<file path="config.mk">
export PLATFORM = sky130hd
export DESIGN_NAME = pkt_rr_sched
export DESIGN_NICKNAME = d
export VERILOG_FILES = /design/src/rtl/pkt_rr_sched.sv
export SDC_FILE = /design/constraint.sdc
export NUM_CORES = 1
export LEC_CHECK = 0
export BUFFER_PORTS_ARGS = -buffer_cell sky130_fd_sc_hd__buf_2
export CORE_AREA = 2 2 533 535
export CTS_CLUSTER_DIAMETER = 30
export DETAILED_ROUTE_END_ITERATION = 10
export DIE_AREA = 0 0 535 537
export PLACE_DENSITY = 0.3
export SYNTH_ARGS = -nofsm -noshare
export SYNTH_HDL_FRONTEND = slang
export SYNTH_SLANG_ARGS = --single-unit
</file>
<file path="constraint.sdc">
create_clock -name axis_aclk -period 7.9 [get_ports axis_aclk]
set_clock_uncertainty 0.05 [all_clocks]
set_input_delay 0.79 -clock axis_aclk [delete_from_list [all_inputs] [get_ports axis_aclk]]
set_output_delay 0.79 -clock axis_aclk [all_outputs]
set_load 0.02 [all_outputs]
</file>
<file path="src/rtl/pkt_rr_sched.sv">
// Packet-granular round-robin scheduler: drains two fallthrough packet FIFOs onto one
// AXI4-Stream master, holding each grant until the tlast handshake; keeps packet/byte stats.
module pkt_rr_sched #(
  parameter int unsigned C_S_AXIS_DATA_WIDTH  = 256,
  parameter int unsigned C_S_AXIS_TUSER_WIDTH = 128,
  parameter int unsigned CNT_WIDTH            = 32
) (
  input  logic                              axis_aclk,
  input  logic                              axis_resetn,
  input  logic                              i_sched_en,
  input  logic                              i_cnt_clr,
  input  logic                              i_q0_empty,
  output logic                              o_q0_rd_en,
  input  logic [C_S_AXIS_DATA_WIDTH-1:0]    i_q0_tdata,
  input  logic [C_S_AXIS_TUSER_WIDTH-1:0]   i_q0_tuser,
  input  logic [C_S_AXIS_DATA_WIDTH/8-1:0]  i_q0_tkeep,
  input  logic                              i_q0_tlast,
  input  logic                              i_q1_empty,
  output logic                              o_q1_rd_en,
  input  logic [C_S_AXIS_DATA_WIDTH-1:0]    i_q1_tdata,
  input  logic [C_S_AXIS_TUSER_WIDTH-1:0]   i_q1_tuser,
  input  logic [C_S_AXIS_DATA_WIDTH/8-1:0]  i_q1_tkeep,
  input  logic                              i_q1_tlast,
  output logic [C_S_AXIS_DATA_WIDTH-1:0]    o_m_axis_tdata,
  output logic [C_S_AXIS_TUSER_WIDTH-1:0]   o_m_axis_tuser,
  output logic [C_S_AXIS_DATA_WIDTH/8-1:0]  o_m_axis_tkeep,
  output logic                              o_m_axis_tlast,
  output logic                              o_m_axis_tvalid,
  input  logic                              i_m_axis_tready,
  output logic                              o_grant,
  output logic                              o_busy,
  output logic [CNT_WIDTH-1:0]              o_q0_pkt_cnt,
  output logic [CNT_WIDTH-1:0]              o_q1_pkt_cnt,
  output logic [CNT_WIDTH-1:0]              o_byte_cnt
);

  localparam int unsigned KW = C_S_AXIS_DATA_WIDTH / 8;
  localparam int unsigned PW = $clog2(KW + 1);

  typedef enum logic {IDLE, SEND} state_e;

  state_e               state_q, state_d;
  logic                 grant_q, grant_d;
  logic                 last_served_q, last_served_d;
  logic [CNT_WIDTH-1:0] q0_cnt_q, q0_cnt_d;
  logic [CNT_WIDTH-1:0] q1_cnt_q, q1_cnt_d;
  logic [CNT_WIDTH-1:0] byte_cnt_q, byte_cnt_d;
  logic                 hs;
  logic [PW-1:0]        keep_pop;

  // Datapath mux and FIFO pops: combinational from flags and tready only
  always_comb begin
    o_m_axis_tdata  = '0;
    o_m_axis_tuser  = '0;
    o_m_axis_tkeep  = '0;
    o_m_axis_tlast  = 1'b0;
    o_m_axis_tvalid = 1'b0;
    if (state_q == SEND) begin
      if (grant_q) begin
        o_m_axis_tdata  = i_q1_tdata;
        o_m_axis_tuser  = i_q1_tuser;
        o_m_axis_tkeep  = i_q1_tkeep;
        o_m_axis_tlast  = i_q1_tlast;
        o_m_axis_tvalid = !i_q1_empty;
      end else begin
        o_m_axis_tdata  = i_q0_tdata;
        o_m_axis_tuser  = i_q0_tuser;
        o_m_axis_tkeep  = i_q0_tkeep;
        o_m_axis_tlast  = i_q0_tlast;
        o_m_axis_tvalid = !i_q0_empty;
      end
    end
    hs         = o_m_axis_tvalid & i_m_axis_tready;
    o_q0_rd_en = hs & !grant_q;
    o_q1_rd_en = hs & grant_q;
  end

  always_comb begin
    keep_pop = '0;
    for (int i = 0; i < KW; i++) keep_pop = keep_pop + PW'(o_m_axis_tkeep[i]);
  end

  // Arbitration: prefer the queue not served last; hold grant until tlast handshake
  always_comb begin
    state_d       = state_q;
    grant_d       = grant_q;
    last_served_d = last_served_q;
    case (state_q)
      IDLE: begin
        if (i_sched_en && (!i_q0_empty || !i_q1_empty)) begin
          state_d = SEND;
          grant_d = (!i_q0_empty && !i_q1_empty) ? !last_served_q : i_q0_empty;
        end
      end
      SEND: begin
        if (hs && o_m_axis_tlast) begin
          last_served_d = grant_q;
          state_d       = IDLE;
        end
      end
      default: state_d = IDLE;
    endcase
  end

  // Statistics; clear wins over a same-cycle increment
  always_comb begin
    q0_cnt_d   = q0_cnt_q;
    q1_cnt_d   = q1_cnt_q;
    byte_cnt_d = byte_cnt_q;
    if (hs) byte_cnt_d = byte_cnt_q + CNT_WIDTH'(keep_pop);
    if (hs && o_m_axis_tlast) begin
      if (grant_q) q1_cnt_d = q1_cnt_q + CNT_WIDTH'(1);
      else         q0_cnt_d = q0_cnt_q + CNT_WIDTH'(1);
    end
    if (i_cnt_clr) begin
      q0_cnt_d   = '0;
      q1_cnt_d   = '0;
      byte_cnt_d = '0;
    end
  end

  always_ff @(posedge axis_aclk) begin
    if (!axis_resetn) begin
      state_q       <= IDLE;
      grant_q       <= 1'b0;
      last_served_q <= 1'b1;
      q0_cnt_q      <= '0;
      q1_cnt_q      <= '0;
      byte_cnt_q    <= '0;
    end else begin
      state_q       <= state_d;
      grant_q       <= grant_d;
      last_served_q <= last_served_d;
      q0_cnt_q      <= q0_cnt_d;
      q1_cnt_q      <= q1_cnt_d;
      byte_cnt_q    <= byte_cnt_d;
    end
  end

  assign o_busy       = (state_q == SEND);
  assign o_grant      = grant_q;
  assign o_q0_pkt_cnt = q0_cnt_q;
  assign o_q1_pkt_cnt = q1_cnt_q;
  assign o_byte_cnt   = byte_cnt_q;

endmodule

</file>
* Yosys cells after proc, flatten, opt, wreduce, memory -nomap -nowiden
Cells that the tools add are included.
** Word-level totals
- Input bits :: 841
- Flip-flop bits (word level) :: 99
- Logic and storage cells :: 73
** Cells by class
- Reduce and logical (&&, ||, !) cells :: 13
- $add $sub $neg :: 34
- Multiplexer cells :: 14
- Bitwise operators :: 6
** Operators by type and width (number)
- $mux 256 :: 2
- $mux 128 :: 2
- $add 6x1->6 :: 26
- $add 32x1->32 const B :: 2
- $mux 32 :: 2
- $add 32x6->32 :: 1
- $reduce_and 2->1 :: 4
- $mux 1 :: 7
- $add 5x1->6 :: 1
- $add 4x1->5 :: 1
- $add 3x1->4 :: 1
- $logic_not 1->1 :: 4
- $add 2x1->3 :: 1
- $and 1x1->1 :: 3
- $logic_and 1x1->1 :: 3
- $not 1->1 :: 3
- $add 1x1->2 :: 1
- $pmux 1 s2 :: 1
- $reduce_or 2->1 :: 1
- $logic_or 1x1->1 :: 1

* Logic depth before layout (Yosys ltp)
Gate-level depths: netlist of run 1.
- Word-level depth :: 34
- Depth in mapped cells :: 24
- Depth with buffers taken out :: 20

* Worst setup path after synthesis of run 1
No wires, ideal clock.
- Kind :: reg2reg
- Start point :: reg grant_q, in the netlist o_grant
- End point :: reg byte_cnt_q[22], in the netlist o_byte_cnt[22]
- Stages on the path, launching flop included :: 24
- Arrival time :: 7.338 ns
- Required time :: 7.780 ns
- Path slack :: 0.441 ns
- Setup time :: 0.070 ns
- Period minus slack after synthesis :: 7.459 ns
- Path through :: dfxtp_1 -> buf_6 -> buf_2 -> buf_1 -> buf_1 -> mux2i_1 -> nor2b_1 -> fa_1 -> inv_1 -> fa_1 -> fa_1 -> fa_1 -> fa_1 -> inv_1 -> fa_1 -> inv_1 -> fa_1 -> fa_1 -> and2b_2 -> o2111ai_2 -> a311o_1 -> buf_6 -> or4_1 -> a21oi_1
** On the way
- Elaborated cells on any way between the ends :: 37
- Classes of those cells :: add/sub (32); mux (4); bitwise (1)
** RTL lines
- from (decl) :: line 43 : logic grant_q, grant_d;
- from (signal assigned) :: line 132 : grant_q <= grant_d;
- $mux 32 :: line 59 : if (grant_q) begin
- $mux 32 :: line 58 : if (state_q == SEND) begin
- via o_m_axis_tkeep[7] :: line 26 : output logic [C_S_AXIS_DATA_WIDTH/8-1:0] o_m_axis_tkeep,
- $add 6x1->6 (25 in a row) :: line 80 : for (int i = 0; i < KW; i++) keep_pop = keep_pop + PW'(o_m_axis_tkeep[i]);
- $add 32x6->32 :: line 110 : if (hs) byte_cnt_d = byte_cnt_q + CNT_WIDTH'(keep_pop);
- to (signal assigned) :: line 136 : byte_cnt_q <= byte_cnt_d;
- to (decl) :: line 47 : logic [CNT_WIDTH-1:0] byte_cnt_q, byte_cnt_d;
The timed path passes the listed nets, and every way through them passes these cells.
A chain may end at the register's enable or synchronous reset.

* Worst setup path in the final report of run 1
- Start point :: reg grant_q, in the netlist o_grant
- End point :: reg byte_cnt_q[22], in the netlist o_byte_cnt[22]
** On the way
- Longest elaborated chain between the ends :: 34
- Elaborated cells on any way between the ends :: 37
- Classes of those cells :: add/sub (32); mux (4); bitwise (1)
** Ends and longest elaborated chain (line)
- $mux 32 :: 59
- $mux 32 :: 58
- $add 1x1->2 :: 80
- $add 2x1->3 :: 80
- $add 3x1->4 :: 80
- $add 4x1->5 :: 80
- $add 5x1->6 :: 80
- $add 6x1->6 (26 in a row) :: 80
- $add 32x6->32 :: 110
Several ways; a longest one is shown, not always the timed one.

==> summary.txt, run 1 <==
Status
  • Status: finished, final reports clean

Clock tree
  • CTS buffer count: 9
  • Clock transition at path regs: 90 ps
  • Setup Fix Bufs, Post-CTS: 0
  • CTS H-Tree Depth: 3
  • CTS Hold Bufs: 0
  • Clock insertion delay at the later pin of the skew report: 390 ps
  • Longest Clk Path Bufs: 2
  • CTS tree: done
  • Post-CTS Resized: 0
  • Clk root buf: clkbuf_16
  • TritonCTS sink count: 99

Timing
  • Setup TNS: 0 ps
  • RSZ-0062 raised after global routing: no
  • Final Max Tran Viols: 0
  • Fmax: 0.1354 GHz
  • Count of final setup violators: 0
  • Worst-margin pin slew: 1053 ps
  • Final Cycle Share: 93.46%
  • Crit path time final: 7383 ps
  • Final Hold Fails: 0
  • Worst slew margin: 29.80%

Routing
  • DRT Pass-1 Iters: 5
  • Drt wl/cell: 34.64 µm
  • Post-route ant nets: 0
  • DR vias: 18.84k
  • DRC viols: 0
  • Detailed Route Iter0 Violations: 1134
  • Routed WL: 233.3 mm
  • Vias per inst: 2.796

Layout
  • Layout area overhead: 92.89%
  • Nets: 3733
  • Fraction of layout cells with a size suffix above 1: 49.96%
  • Final instance area: 24610 µm²

Setup path
  • R2R setup slack: 520 ps
  • Arr. time, crit path: 7630 ps
  • Crit path cell chain: mux2_2 > and2_1 > inv_1 > fa_1 > fa_1 > inv_1 > fa_1 > inv_1 > fa_1 > fa_1 > inv_1 > fa_1 > inv_1 > fa_1 > fa_1 > and2b_2 > o2111ai_2 > a311o_1 > or4_1 > a21oi_1
  • Critical-path top delay cell: dfxtp_4
  • Critical path origin: o_grant$_SDFFE_PN0P_
  • Crit-path max cell delay: 710 ps
  • CP required: 8150 ps
  • Crit. End Element: flop
  • Max Fanout on Critical Path: 34
  • Most used cell, CP: fa_1
  • Worst Setup Path Type: reg -> reg
  • Worst R2R Path Depth: 20
  • R2r endpoint: o_byte_cnt[22]$_SDFFE_PP0P_
  • Critical R2R Launch: o_grant$_SDFFE_PN0P_
  • Crit start category: flop

Logic synthesis
  • Syn Nets: 2467
  • Synth Cell Area: 12760 µm²
  • Synth Area in Adders: 5.747%
  • Synthesis warning total: 0
  • Post-synth top flop: dfxtp_1
  • Synth Area in Compound Gates: 5.188%
  • #FFs+latches synth: 99
  • Simple-Gate Fraction of Synth Area: 31.55%
  • Cell count after synthesis: 1583
  • Combinational family with the most area after synthesis: multiplexers
  • Top-count cell post-synth: nor2b_1
  • XOR/XNOR Fraction of Synth Area: 3.432%
  • Yosys cell types: 50
  • Mux cell area share after synthesis: 33.02%
  • Top cells by area, synth: mux2i_1 31%, nor2b_1 20%, dfxtp_1 16%
  • Commonest cells post-synth: 399 x nor2b_1, 397 x mux2i_1, 99 x dfxtp_1, 74 x clkbuf_1, 62 x inv_1
  • EDFF count, synth: 0
  • Post-synth top area share: 31.15%
  • Asr flop ratio synth: 0%
  • Post-synth top area cell: mux2i_1
  • Post-synthesis sequential area ratio: 15.53%
  • Post-Syn Area per Cell: 8.060 µm²

GRT
  • Global-route wire length before repair: 268.8 mm
  • Tot GR Track Use: 15.43%
  • Pin count of the biggest net entering global routing: 156
  • Initial antenna violation count: 311
  • Congestion Overflow GR: 0
  • Number of global-route vias before repair: 17.81k

Floorplan
  • Core area: 281300 µm²
  • Die footprint: 287300 µm²
  • Die H: 537 µm
  • I/O pin count: 1359
  • Row count: 195
  • Chip width: 535 µm
  • Initial Util: 4.535%

Hold path
  • HP Start: o_byte_cnt[17]$_SDFFE_PP0P_
  • Min-Delay Path Class: reg -> reg
  • Worst hold stages: 2
  • Hold Path Sink: o_byte_cnt[17]$_SDFFE_PP0P_

Place
  • DP Area: 23950 µm²
  • Buffers on Ports: 1358
  • DP Wirelength: 217.5 mm
  • Gp weighted congestion: 1.008

Pwr
  • Leak: 0.01024 µW
  • Max VDD drop: 0.1034 mV
  • Pwr/cell area: 100.6 nW/µm²

Job
  • MaxCap Viol Count: 0
## power breakdown
part,switching (µW),internal [µW],total [µW],leakage (µW)
sequential,9.08,500,509,0.000799
clock,248,254,502,0.000155
combinational,948,517,1460,0.00928
total,1210,1270,2480,0.0102
## cells in the final DEF (no fill, tap or decap), types with 17 or more instances in the layout
cell type,n
ha_1,17
nand3_1,27
fa_1,26
dfxtp_1,97
nor2_1,60
a21oi_1,48
mux2i_1,397
mux2_2,20
nor2b_1,399
nand4_1,36
nand2_1,55
buf_2,1358
or3_1,21
inv_1,62
diode_2,139
xor2_1,35
## final cells by class
cell class | instances | area (µm²)
clock buffer | 9 | 225.2
timing repair buffer | 1374 | 6954
tap | 3743 | 4683
antenna | 139 | 347.8
multi-input combinational | 1303 | 10090
inverter | 62 | 232.7
clock inverter | 7 | 90.09
fill | 33322 | 256700
sequential | 99 | 1989
## critical path: cells and delay by family, from the launching register on
| kind | cells | cell delay, ps |
|---|---|---|
| multiplexers | 1 | 410 |
| AO/OA/AOI/OAI | 3 | 1040 |
| adder cells (fa/ha/maj) | 8 | 3710 |
| buffers and inverters | 5 | 290 |
| flip-flops | 1 | 710 |
| AND/OR/NAND/NOR | 3 | 1040 |
## worst max path at each step
stage	to	slack [ps]	depth (start not counted)
2_1_floorplan	o_byte_cnt[22]$_SDFFE_PP0P_	440	23
3_3_place_gp	o_byte_cnt[26]$_SDFFE_PP0P_	520	21
3_5_place_dp	o_byte_cnt[22]$_SDFFE_PP0P_	510	21
4_1_cts	o_byte_cnt[16]$_SDFFE_PP0P_	470	20
5_1_grt	o_byte_cnt[22]$_SDFFE_PP0P_	210	20
6_report	o_byte_cnt[22]$_SDFFE_PP0P_	520	20
## routing by layer
metal  vias to the layer above  global-route usage (%)  share of wire (%)
li1                       8120                       -                  -
met1                      8758                   17.21                 38
met2                      1400                   26.33                 48
met3                       473                   6.994                 11
met4                        84                   4.112                2.7
met5                         -                  0.6579               0.26
## state kept, by name, indices dropped and copies added, names as in the netlist
register / count
last_served_q: 1
o_q0_pkt_cnt: 32
o_busy: 1
o_byte_cnt: 32
o_grant: 1
o_q1_pkt_cnt: 32
## through the flow
step                hold slack (ps)  setup WS (ps)  instances  power, µW  utilization, %
floorplan                     430.3          441.4       1583       1175               -
global placement              415.4          515.3       6581       2016           8.512
detailed placement            425.1          509.3       6581       2010           8.512
CTS                           442.5          474.2       6597       2538           8.625
global route                  460.7          209.7       6713       2627           8.728
finish                        444.1          516.9       6736       2475           8.748
## kinds of logic (layout without fill, tap and decap cells)
logic type,Yosys count,after routing
buffers and inverters,181,1452
and+or+nand+nor,681,681
DFF,99,99
muxes,418,418
other,0,139
xor gates and xnor gates,50,50
adders and majority gates,43,43
AOI/OAI and AO/OA,111,111
(Power assumes the default switching activity.)
==> inputs of run 2 (changes only) <==
==> constraint.sdc (replaced) <==
create_clock -name axis_aclk -period 7.9 [get_ports axis_aclk]
set_clock_uncertainty 0.05 [all_clocks]
set_input_delay 0.395 -clock axis_aclk [delete_from_list [all_inputs] [get_ports axis_aclk]]
set_output_delay 0.395 -clock axis_aclk [all_outputs]
set_load 0.02 [all_outputs]
==> run 2 against run 1 <==
- register-to-register slack gained 70 ps
- total power shrank 0.72%
- die area is the same
- clock power shrank 6.4%
- sequential share of layout area grew 0.070 points
- global-route usage grew 0.14 points
- flip-flop and latch count is the same
- fmax grew 0.92%
- setup slack gained 67 ps
- critical path depth shrank 1
- combinational power is essentially flat
==> summary.txt, run 2 (synthesis gave the netlist of run 1 again) <==
Setup path
  • Max Fanout on Critical Path: 39
  • Critical-path top delay cell: a311o_1
  • Critical path depth in cells: 19
  • Most used cell, CP: fa_1
  • Crit path buf inv count: 5
  • Critical R2R Launch: o_grant$_SDFFE_PN0P_
  • Worst R2R Path Depth: 19
  • Crit-path max cell delay: 700 ps
  • Worst Setup Path Type: reg -> reg
  • Crit start category: flop
  • Arr. time, crit path: 7560 ps
  • CP required: 8150 ps
  • R2r endpoint: o_byte_cnt[16]$_SDFFE_PP0P_
  • R2R setup slack: 580 ps
  • Crit. End Element: flop
  • Top Family by Delay on Critical Path: adder cells
  • Crit path cell chain: buf_4 > mux2_2 > nand2_1 > fa_1 > inv_1 > fa_1 > inv_1 > fa_1 > fa_1 > inv_1 > fa_1 > inv_1 > fa_1 > fa_1 > and2b_2 > o2111ai_2 > a311o_1 > or4_1 > a21oi_1

Routing
  • WL met1: 91.96 mm
  • Post-route ant nets: 0
  • DRC viols: 0
  • Drt wl/cell: 35.31 µm
  • Top layer in use: met5
  • DR vias: 18.60k
  • Vias per inst: 2.790
  • DRT Pass-1 Iters: 7
  • Met2 routed WL: 113.7 mm
  • Met3 wire length: 23.95 mm
  • Detailed Route Iter0 Violations: 1160
  • Routed WL: 235.3 mm

Clock tree
  • Clk root buf: clkbuf_16
  • CTS Hold Bufs: 0
  • CTS H-Tree Depth: 3
  • TritonCTS sink count: 99
  • CTS buffer count: 9
  • Clock insertion delay at the later pin of the skew report: 400 ps
  • Post-CTS Resized: 0
  • Setup Fix Bufs, Post-CTS: 0
  • Longest Clk Path Bufs: 2
  • CTS tree: done
  • Clock transition at path regs: 90 ps

Timing
  • Final Cycle Share: 92.60%
  • Count of final setup violators: 0
  • RSZ-0062 raised after global routing: no
  • Worst slew margin: 28.07%
  • Crit path time final: 7316 ps
  • Worst-margin pin slew: 1049 ps
  • Setup TNS: 0 ps
  • Worst hold slack: 199.0 ps
  • Final Hold Fails: 0
  • Fmax: 0.1367 GHz
  • Final Max Tran Viols: 0

Job
  • MaxCap Viol Count: 0

Pwr
  • Pwr/cell area: 100.7 nW/µm²
  • Max VDD drop: 0.1045 mV
  • Leak: 0.01022 µW

GRT
  • Global-route wire length before repair: 271.7 mm
  • Tot GR Track Use: 15.58%
  • Number of global-route vias before repair: 17.63k
  • Initial antenna violation count: 284
  • Congestion Overflow GR: 0
  • Pin count of the biggest net entering global routing: 136

Place
  • Buffers on Ports: 1358
  • DP Wirelength: 219.4 mm
  • Gp weighted congestion: 0.9524

Floorplan
  • Initial Util: 4.535%
  • I/O pin count: 1359
  • Die footprint: 287300 µm²
  • Core area: 281300 µm²
  • Die H: 537 µm
  • Row count: 195
  • Chip width: 535 µm

Layout
  • Filler cells: 33.29k
  • Most common cell after layout, fill and taps aside: buf_2
  • Multi-input logic area: 10090 µm²
  • Reg area: 1989 µm²
  • Layout area overhead: 91.23%
  • Fraction of layout cells with a size suffix above 1: 50.00%
  • Nets: 3735
  • Most frequent cells in the layout: 1358 x buf_2, 399 x nor2b_1, 397 x mux2i_1

Status
  • Status: finished, final reports clean

Hold path
  • Worst hold stages: 2
  • HP Start: axis_resetn
  • Hold Path Sink: last_served_q$_SDFFE_PN1P_
  • Min-Delay Path Class: in -> reg
[run 2: cell type report]
class	count	share of cell area, %
clock buffers	9	0.9231
inverters	62	0.9538
flip-flops and latches	99	8.154
well taps	3743	19.19
repair buffers	1376	28.51
clock inverters	7	0.2513
multi-input cells	1303	41.34
diodes	65	0.6667
[run 2: where the power goes]
part           internal (µW)  switching (µW)  total, µW
sequential               500            9.25        509
clock                    219             251        470
combinational            515             963       1480
total                   1230            1220       2460
[run 2: metrics by stage]
| stage | setup slack [ps] | util, % | instance area (µm²) | cells | power, µW |
|---|---|---|---|---|---|
| 2_1_floorplan | 441.4 | - | 12760 | 1583 | 1175 |
| 3_3_place_gp | 583.8 | 8.513 | 23950 | 6583 | 2035 |
| 3_5_place_dp | 593.4 | 8.513 | 23950 | 6583 | 2031 |
| 4_1_cts | 529.8 | 8.615 | 24240 | 6599 | 2526 |
| 5_1_grt | 214.5 | 8.635 | 24290 | 6621 | 2614 |
| 6_report | 584.3 | 8.673 | 24400 | 6664 | 2458 |
[run 2: how the worst max path moves through the flow]
stage	from	to
floorplan	o_grant$_SDFFE_PN0P_	o_byte_cnt[22]$_SDFFE_PP0P_
global placement	o_grant$_SDFFE_PN0P_	o_byte_cnt[16]$_SDFFE_PP0P_
detailed placement	o_grant$_SDFFE_PN0P_	o_byte_cnt[16]$_SDFFE_PP0P_
CTS	o_grant$_SDFFE_PN0P_	o_byte_cnt[16]$_SDFFE_PP0P_
global route	o_grant$_SDFFE_PN0P_	o_byte_cnt[18]$_SDFFE_PP0P_
finish	o_grant$_SDFFE_PN0P_	o_byte_cnt[16]$_SDFFE_PP0P_
[run 2: layer usage]
metal / up-vias / track usage (%)
li1: 8039 / -
met1: 8692 / 17.73
met2: 1387 / 27.42
met3: 417 / 6.648
met4: 60 / 1.994
met5: - / 0.6579
